`src/rtl/pipeline_flush_ctrl.sv`:
```
// ---------------------------------------------------------------------------
// pipeline_flush_ctrl
// Decides branches in the ID stage using operands forwarded from EX/MEM, and
// squashes IF/ID for the cycle of a taken branch plus FLUSH_DEPTH more cycles.
// The flush counter freezes while the pipeline is stalled.
//
// Optional feature: define PIPELINE_FLUSH_BNE_EN to decode bne as a
// conditional branch (taken when operands differ). Without it, bne is
// treated as a non-branch.
//
// Opcode encodings come from the shared OP_* macros; local fallbacks are
// provided so the block also builds on its own.
// ---------------------------------------------------------------------------
`ifndef OP_BEQ
`define OP_BEQ 4'h8
`endif
`ifndef OP_BNE
`define OP_BNE 4'h9
`endif
`ifndef OP_B
`define OP_B   4'hA
`endif
`ifndef OP_BL
`define OP_BL  4'hB
`endif
`ifndef OP_BR
`define OP_BR  4'hC
`endif

module pipeline_flush_ctrl #(
    parameter int DATA_W      = 16,
    parameter int REG_W       = 4,
    parameter int FLUSH_DEPTH = 1,
    parameter int CW          = $clog2(FLUSH_DEPTH + 1)
) (
    input  logic              clk,
    input  logic              rst,
    input  logic              stall,
    input  logic [3:0]        opcode,
    input  logic [REG_W-1:0]  ID_rs,
    input  logic [REG_W-1:0]  ID_rt,
    input  logic [DATA_W-1:0] ID_read_data_1,
    input  logic [DATA_W-1:0] ID_read_data_2,
    input  logic [REG_W-1:0]  EX_rt_rd,
    input  logic              EX_reg_write,
    input  logic [DATA_W-1:0] EX_alu_out,
    input  logic [REG_W-1:0]  MEM_rt_rd,
    input  logic              MEM_reg_write,
    input  logic [DATA_W-1:0] MEM_data,
    output logic              IF_ID_sync_nop,
    output logic              branch_taken,
    output logic              flush_busy,
    output logic [CW-1:0]     flush_count
);

    typedef enum logic {IDLE, FLUSH} state_t;

    state_t            state;
    logic [DATA_W-1:0] op_a;
    logic [DATA_W-1:0] op_b;

    // Operand forwarding: the youngest producer (EX) wins over MEM.
    // NOTE: every always_comb output gets a default first so no path can
    // leave it unassigned and infer a latch.
    always_comb begin
        op_a = ID_read_data_1;
        if (EX_reg_write && (EX_rt_rd == ID_rs))
            op_a = EX_alu_out;
        else if (MEM_reg_write && (MEM_rt_rd == ID_rs))
            op_a = MEM_data;

        op_b = ID_read_data_2;
        if (EX_reg_write && (EX_rt_rd == ID_rt))
            op_b = EX_alu_out;
        else if (MEM_reg_write && (MEM_rt_rd == ID_rt))
            op_b = MEM_data;
    end

    // Branch decision on the forwarded operands.
    always_comb begin
        branch_taken = 1'b0;
        case (opcode)
            `OP_B, `OP_BL, `OP_BR: branch_taken = 1'b1;
            `OP_BEQ:               branch_taken = (op_a == op_b);
`ifdef PIPELINE_FLUSH_BNE_EN
            `OP_BNE:               branch_taken = (op_a != op_b);
`endif
            default:               branch_taken = 1'b0;
        endcase
    end

    // Zero-latency squash on the decision cycle, then hold it while flushing.
    assign IF_ID_sync_nop = flush_busy | branch_taken;

    // Flush FSM with registered busy/count; reset overrides stall, and
    // branches are only looked at while IDLE.
    // NOTE: sequential state uses non-blocking assignments so every register
    // samples pre-edge values regardless of statement order.
    always_ff @(posedge clk) begin
        if (rst) begin
            state       <= IDLE;
            flush_busy  <= 1'b0;
            flush_count <= '0;
        end else if (!stall) begin
            case (state)
                IDLE: begin
                    if (branch_taken) begin
                        state       <= FLUSH;
                        flush_busy  <= 1'b1;
                        flush_count <= CW'(FLUSH_DEPTH);
                    end
                end
                FLUSH: begin
                    if (flush_count == CW'(1)) begin
                        state       <= IDLE;
                        flush_busy  <= 1'b0;
                        flush_count <= '0;
                    end else begin
                        flush_count <= flush_count - CW'(1);
                    end
                end
                default: begin
                    state       <= IDLE;
                    flush_busy  <= 1'b0;
                    flush_count <= '0;
                end
            endcase
        end
    end

endmodule

```
`config.mk`:
```
export PLATFORM = sky130hd
export DESIGN_NAME = pipeline_flush_ctrl
export DESIGN_NICKNAME = d
export VERILOG_FILES = /design/src/rtl/pipeline_flush_ctrl.sv
export SDC_FILE = /design/constraint.sdc
export NUM_CORES = 1
export LEC_CHECK = 0
export BUFFER_PORTS_ARGS = -buffer_cell sky130_fd_sc_hd__buf_2
export CORE_UTILIZATION = 47
export CTS_CLUSTER_DIAMETER = 100
export DETAILED_ROUTE_END_ITERATION = 7
export PLACE_DENSITY = 0.84
export RECOVER_POWER = 25
export SYNTH_ARGS = -nofsm -noshare
export SYNTH_HDL_FRONTEND = slang
export SYNTH_SLANG_ARGS = --single-unit
```
`constraint.sdc`:
```
create_clock -name clk -period 4.9 [get_ports clk]
set_input_delay 0.245 -clock clk [delete_from_list [all_inputs] [get_ports clk]]
set_output_delay 0.245 -clock clk [all_outputs]
set_load 0.03 [all_outputs]
```
==> summary.md, run 1 <==
| Metric | Value |
|---|---|
| Placed cell count | ~300 |
| Vias | about 1,700 |
| Cell area after layout | approximately 0.002 sq mm |
| Primary FF master, synth | dfxtp_1 |
| Highest clock rate | approximately 0.28 GHz |
| Slowest cell delay on critical path | around 720 ps |
| Worst-Skew Late Latency | between 200 and 250 ps |
| Pwr/cell area | between 100 and 150 mW/mm^2 |
| Core Util, Final | between 60% and 70% |
| Max VDD drop | between 0.15 and 0.2 mV |
| Post-CTS setup buffer count | 0 |
| Nets | 366 |
| # DRC | 6 |
| Crit path kind | in -> out |
| Post-synth EDFFs | 0 |
| Routed WL | approximately 4 mm |
| Synth warn | 0 |
| Final GP Congestion | a little over 0.8 |
| Via density | between 5 and 6 |
| Final Total Pwr | approximately 240 uW |
| Register bit count reported by yosys | 3 |
| Critical path's slowest cell | nor4_4 |
| Max FO, Critical Path | 9 |
| Commonest non-fill, non-tap cell in the layout | buf_2 |
| CTS Buf Count | 3 |
| GRT Util Overall | between 20% and 30% |
| Status | finished with violations |
| Mapped Area | around 0.0015 sq mm |
| Max cap viols | 0 |
| Mapped Nets | 273 |
| Port bufs | 92 |
| Worst EP required | 4660 ps |
| Cell Count, Final, Fillers Out | around 310 |
| Commonest non-fill, non-tap cells in the layout | buf_2, mux2i_1, xnor2_1, nand2_1, nor2_1 |
| First-pass GRT wire length | slightly below 7 mm |
| Clock Skew | roughly 3.4 ps |
| Cell count after synthesis | 184 |
| Die height | a little under 60 um |
| Failing checks | design-rule violations |
| Syn avg cell area | between 7 and 8 sq um |
| Worst slew pin tran | around 770 ps |
| Async S/R FF share, synth | 0% |
| Ant. Diodes | 0 |
| Lkg Pwr | approximately 0.00085 uW |
| Final hold vios | 0 |
| Crit path DAT | between 3000 and 4000 ps |
| Period utilisation layout | 72.9% |
| Number of core rows | 19 |
| Finish-stage setup viols | 0 |
| Total grt overflow | 0 |
| Setup_tns | 0 ps |
| Die width | 57.9 um |
| Root buf cell | clkbuf_4 |
| Clk sinks | 3 |
| CTS tree | built |
| Core Region | between 0.002 and 0.003 sq mm |
| Antenna violations before repair | 0 |
| Buf/Inv on CP | 3 |
| Largest net degree at the start of global routing | 18 |
| Share of cells above drive strength 1 | about 40% |
| Post-DP HPWL | 3.35 mm |
| Top delay family on crit path | compound AO/OA/AOI/OAI gates |
| Resize count post-CTS | 0 |
| Crit end category | output port |
| Startpoint Class | input pin |
| H-tree levels | 1 |
| Max_slew headroom | 48.0% |
| CTS Buffer Depth | 2 |
| Routed WL per cell | 13.3 um |
| Sequential area share after synthesis | 4.09% |
| Critical path's most frequent cell | buf_2 |
| Starting DRT DRC Count | 53 |
| Die ar. | about 0.0034 sq mm |
| Hold Path Class | in -> reg |
| Ports | 93 |
| First-pass DRT Iterations | 6 |
| Vias in the first global route | 1,680 |
| Yosys cell types | approximately 50 |
| Initial Util | 51.5% |
| Area growth syn-to-layout | 34.8% |
| Min cycle time layout | 3570 ps |
| Antenna-violating nets left | 0 |
| Clock-pin slew on the worst setup and hold paths | approximately 30 ps |
| # hold bufs at CTS | 0 |
| Post-Place Cell Area | between 0.0015 and 0.002 sq mm |
| Crit-path cells | buf_2, xor2_1, nor4_4, buf_4, mux2i_1, a221o_1, a221oi_1, a21oi_1, o2111ai_1, o41ai_4, nand2b_1, buf_2 |
| RSZ-0062 raised after global routing | false |
| Slew Viols, Final | 0 |
routing by layer:
layer	vias up	GRT usage, %	part of all wire, %
li1	898	-	-
met1	771	30.4	45
met3	6	3.13	5.2
met4	0	6.12	0.91
met5	-	0	0
met2	66	44.3	48
metrics by stage:
stage                     setup WS (ps)  hold WS, ps
after floorplan                    1570          403
after global placement             1410          531
after detailed placement           1340          522
after CTS                          1340          321
after global routing               1140          334
final                              1330          321
power breakdown:
| part | switching (uW) | total, uW | internal, uW |
|---|---|---|---|
| sequential | 1.19 | 27.2 | 26.0 |
| combinational | 83.9 | 168 | 83.6 |
| clock | 12.4 | 42.9 | 30.5 |
| total | 97.5 | 238 | 140 |
final cells by class:
cell class | count | area [sq um]
multi-input combinational | 171 | 1360
fill | 246 | 871
timing repair buffer | 96 | 489
sequential | 3 | 60.1
tap | 31 | 38.8
clock buffer | 4 | 26.3
inverter | 2 | 7.51
worst reg2reg max path: cells and delay by family (launching register included):
kind	cells	cell delay [ps]
AOI/OAI and AO/OA	2	280
and+or+nand+nor	1	260
DFF	1	360
worst paths after layout:
path / to / slack (ps) / startpoint / cells after the start
hold reg to reg: flush_count / 530 / flush_count / 1
setup / recovery: IF_ID_sync_nop / 1330 / ID_rs[2] / 12
setup reg to reg: flush_busy / 3900 / flush_count / 3
hold / removal: flush_count / 320 / rst / 3
flip-flops by register name, summed over array words and instances, names as in the netlist:
signal / count
flush_busy: 1
flush_count: 1
state: 1
logic make-up (layout without fill, tap and decap cells):
family	Yosys count	count (layout)	synth area share, %
buf+inv	10	102	3.40
xor+xnor	33	33	19.7
simple gates	47	47	16.2
compound gates	55	55	31.5
mux	36	36	25.2
flops	3	3	4.09
cell usage after synthesis (2+ instances only):
cell type	instances	area (sq um)
a211oi_1	2	15.0
a21o_1	2	15.0
a21oi_1	6	30.0
a221o_1	3	30.0
a221oi_1	2	17.5
a22oi_1	8	60.1
a2bb2oi_1	2	17.5
and2_1	2	12.5
clkbuf_1	5	18.8
dfxtp_1	3	60.1
inv_1	2	7.51
mux2_2	4	45.0
mux2i_1	31	310
nand2_1	13	48.8
nand3_1	3	15.0
nor2_1	13	48.8
nor2b_1	2	12.5
nor3_1	4	20.0
o221ai_1	4	35.0
o22a_1	2	17.5
o22ai_1	11	68.8
or2_2	2	12.5
xnor2_1	24	210
xor2_1	9	78.8
Note: power is estimated with default switching activity, not from simulation.
==> run 2: changes to the inputs <==
--- a/config.mk
+++ b/config.mk
@@ -6,10 +6,10 @@
 export NUM_CORES = 1
 export LEC_CHECK = 0
 export BUFFER_PORTS_ARGS = -buffer_cell sky130_fd_sc_hd__buf_2
-export CORE_UTILIZATION = 47
+export CORE_UTILIZATION = 44
 export CTS_CLUSTER_DIAMETER = 100
 export DETAILED_ROUTE_END_ITERATION = 7
-export PLACE_DENSITY = 0.84
+export PLACE_DENSITY = 0.79
 export RECOVER_POWER = 25
 export SYNTH_ARGS = -nofsm -noshare
 export SYNTH_HDL_FRONTEND = slang
==> constraint.sdc (replaced) <==
create_clock -name clk -period 3.41 [get_ports clk]
set_input_delay 0.1705 -clock clk [delete_from_list [all_inputs] [get_ports clk]]
set_output_delay 0.1705 -clock clk [all_outputs]
set_load 0.03 [all_outputs]
==> summary.md, run 2 (synthesis results as in run 1) <==
| Metric | Value |
|---|---|
| Largest regs | flush_busy (1), flush_count (1), state (1) |
| Max_slew headroom | 55.5% (+7.4 points) |
| Lkg Pwr | 0.000857 uW (+0.97%) |
| Hold Path Class | in -> reg |
| Antenna violations before repair | 0 (unchanged) |
| Share of cells above drive strength 1 | 41.2% (+0.21 points) |
| Nets | 367 (+0.27%) |
| Starting DRT DRC Count | 75 (+42%) |
| Die height | 59.8 um (+3.2%) |
| Fillers | 292 (+19%) |
| Resize count post-CTS | 0 (unchanged) |
| Reg-to-Reg Start | flush_count |
| Via density | 5.58 (-1.7%) |
| Clk sinks | 3 (unchanged) |
| Period utilisation layout | a little over nine tenths |
| WHS | 242 ps (-78.5 ps) |
| Final hold vios | 0 (unchanged) |
| Multi-input logic area | 0.00136 sq mm (unchanged) |
| Vias in the first global route | 1,616 (-3.8%) |
| Port bufs | 92 (unchanged) |
| Routed WL per cell | 13.8 um (+4.4%) |
| Clock Skew | 1.47 ps (-1.93 ps) |
| Max cap viols | 0 (unchanged) |
| Worst-Skew Late Latency | 240 ps (about the same) |
| Critical path's most frequent cell | buf_2 |
| Max FO, Critical Path | 16 (+7) |
| Setup_tns | 0 ps (unchanged) |
| R2R setup slack | 2390 ps (-1510 ps) |
| Commonest non-fill, non-tap cell in the layout | buf_2 |
| Top delay family on crit path | compound AO/OA/AOI/OAI gates |
| Hold path depth | 3 (unchanged) |
| GRT Util Overall | 24.8% (+0.32 points) |
| HP Start | rst |
| Vias | 1,790 (+2.8%) |
| First-pass GRT wire length | 6.93 mm (+2.8%) |
| Min cycle time layout | around 3200 ps |
| Post-DP HPWL | 3.58 mm (+6.6%) |
| Die width | 59.8 um (+3.2%) |
| # DRC | 0 (-6) |
| Routed WL | 4.44 mm (+9.1%) |
| CTS Buffer Depth | 2 (unchanged) |
| Area growth syn-to-layout | 37.3% |
| Critical path's slowest cell | o41ai_4 |
| Slew Viols, Final | 0 (unchanged) |
| Number of core rows | 20 (+1) |
| Die ar. | 0.00358 sq mm (+6.6%) |
| Sequential cell area | 60.1 sq um (unchanged) |
| Initial Util | 47.4% (-4.2 points) |
| Crit path DAT | 3030 ps (-300 ps) |
| Startpoint Class | input pin |
| Worst slew pin tran | 666 ps (-108 ps) |
| CTS Buf Count | 3 (unchanged) |
| CTS tree | built |
| Worst r2r dst | flush_busy |
| # hold bufs at CTS | 0 (unchanged) |
| Post-CTS setup buffer count | 0 (unchanged) |
| Final GP Congestion | 0.871 (+6.6%) |
| First-pass DRT Iterations | 4 (-2) |
| Status | complete, no violations |
| Worst EP required | 3240 ps (-1420 ps) |
| Crit path kind | in -> out |
| Worst setup startpoint | ID_rs[2] |
| Pwr/cell area | 174 mW/mm^2 (+45%) |
| Core Region | 0.00310 sq mm (+8.8%) |
| Highest clock rate | roughly 0.31 GHz |
| Final Total Pwr | 351 uW (+48%) |
| Slowest cell delay on critical path | 410 ps (-310 ps) |
| RSZ-0062 raised after global routing | false |
| Antenna-violating nets left | 0 (unchanged) |
| Max VDD drop | 0.215 mV (+32%) |
| Total grt overflow | 0 (unchanged) |
| H-tree levels | 1 (unchanged) |
| Commonest non-fill, non-tap cells in the layout | buf_2, mux2i_1, xnor2_1, nand2_1, nor2_1 |
| Min-Delay Endpoint | flush_count |
| Worst R2R Path Depth | 3 (unchanged) |
| Crit-path cells | buf_2, xor2_1, nor4_4, buf_12, mux2_4, nor2_1, mux2i_1, a2111oi_2, o2111ai_1, o41ai_4, nand2b_1, buf_2 |
| Root buf cell | clkbuf_4 |
| Crit end category | output port |
| Placed cell count | 317 (+4.6%) |
| Cell Count, Final, Fillers Out | 321 (+4.6%) |
| Ports | 93 (unchanged) |
| Ant. Diodes | 0 (unchanged) |
| Buf/Inv on CP | 3 (unchanged) |
| Largest net degree at the start of global routing | 18 (unchanged) |
| Finish-stage setup viols | 0 (unchanged) |
| Clock-pin slew on the worst setup and hold paths | 40 ps (about the same) |
## run 2: tightest hold or removal path: stages
cell and delay, ps:
buf_2 120, a211oi_1 50, o31a_1 90
## run 2: final cells by class
class / count / area share [%]
clock buffers: 4 / 1.30
inverters: 2 / 0.372
multi-input cells: 171 / 67.4
flip-flops and latches: 3 / 2.98
well taps: 44 / 2.73
repair buffers: 97 / 25.2
## run 2: power by group
| part | switching (uW) | internal, uW |
|---|---|---|
| registers | 1.81 | 37.3 |
| clock network | 21.9 | 44.1 |
| logic | 125 | 121 |
| total | 148 | 203 |
## run 2: how the worst max path moves through the flow
stage / endpoint / slack (ps) / cells past startpoint
2_1_floorplan: IF_ID_sync_nop / 220 / 9
3_3_place_gp: IF_ID_sync_nop / 310 / 12
3_5_place_dp: IF_ID_sync_nop / 200 / 12
4_1_cts: IF_ID_sync_nop / 210 / 12
5_1_grt: IF_ID_sync_nop / 70 / 12
6_report: IF_ID_sync_nop / 210 / 12
## run 2: per-stage QoR
stage / setup slack (ps) / area (sq um) / util, %
CTS: 211 / 2020 / 65.1
detailed placement: 204 / 1990 / 64.2
global placement: 306 / 1990 / 64.2
floorplan: 225 / 1470 / -
global route: 67.8 / 2020 / 65.0
finish: 214 / 2020 / 65.0
## run 2: routing by layer
layer	track usage (%)	vias up	part of all wire [%]	routed length (um)
li1	-	900	-	-
met1	32.2	816	44	1960
met2	44.9	70	50	2200
met3	2.16	4	5.6	247
met4	3.65	0	0.79	35
met5	0	-	0	0
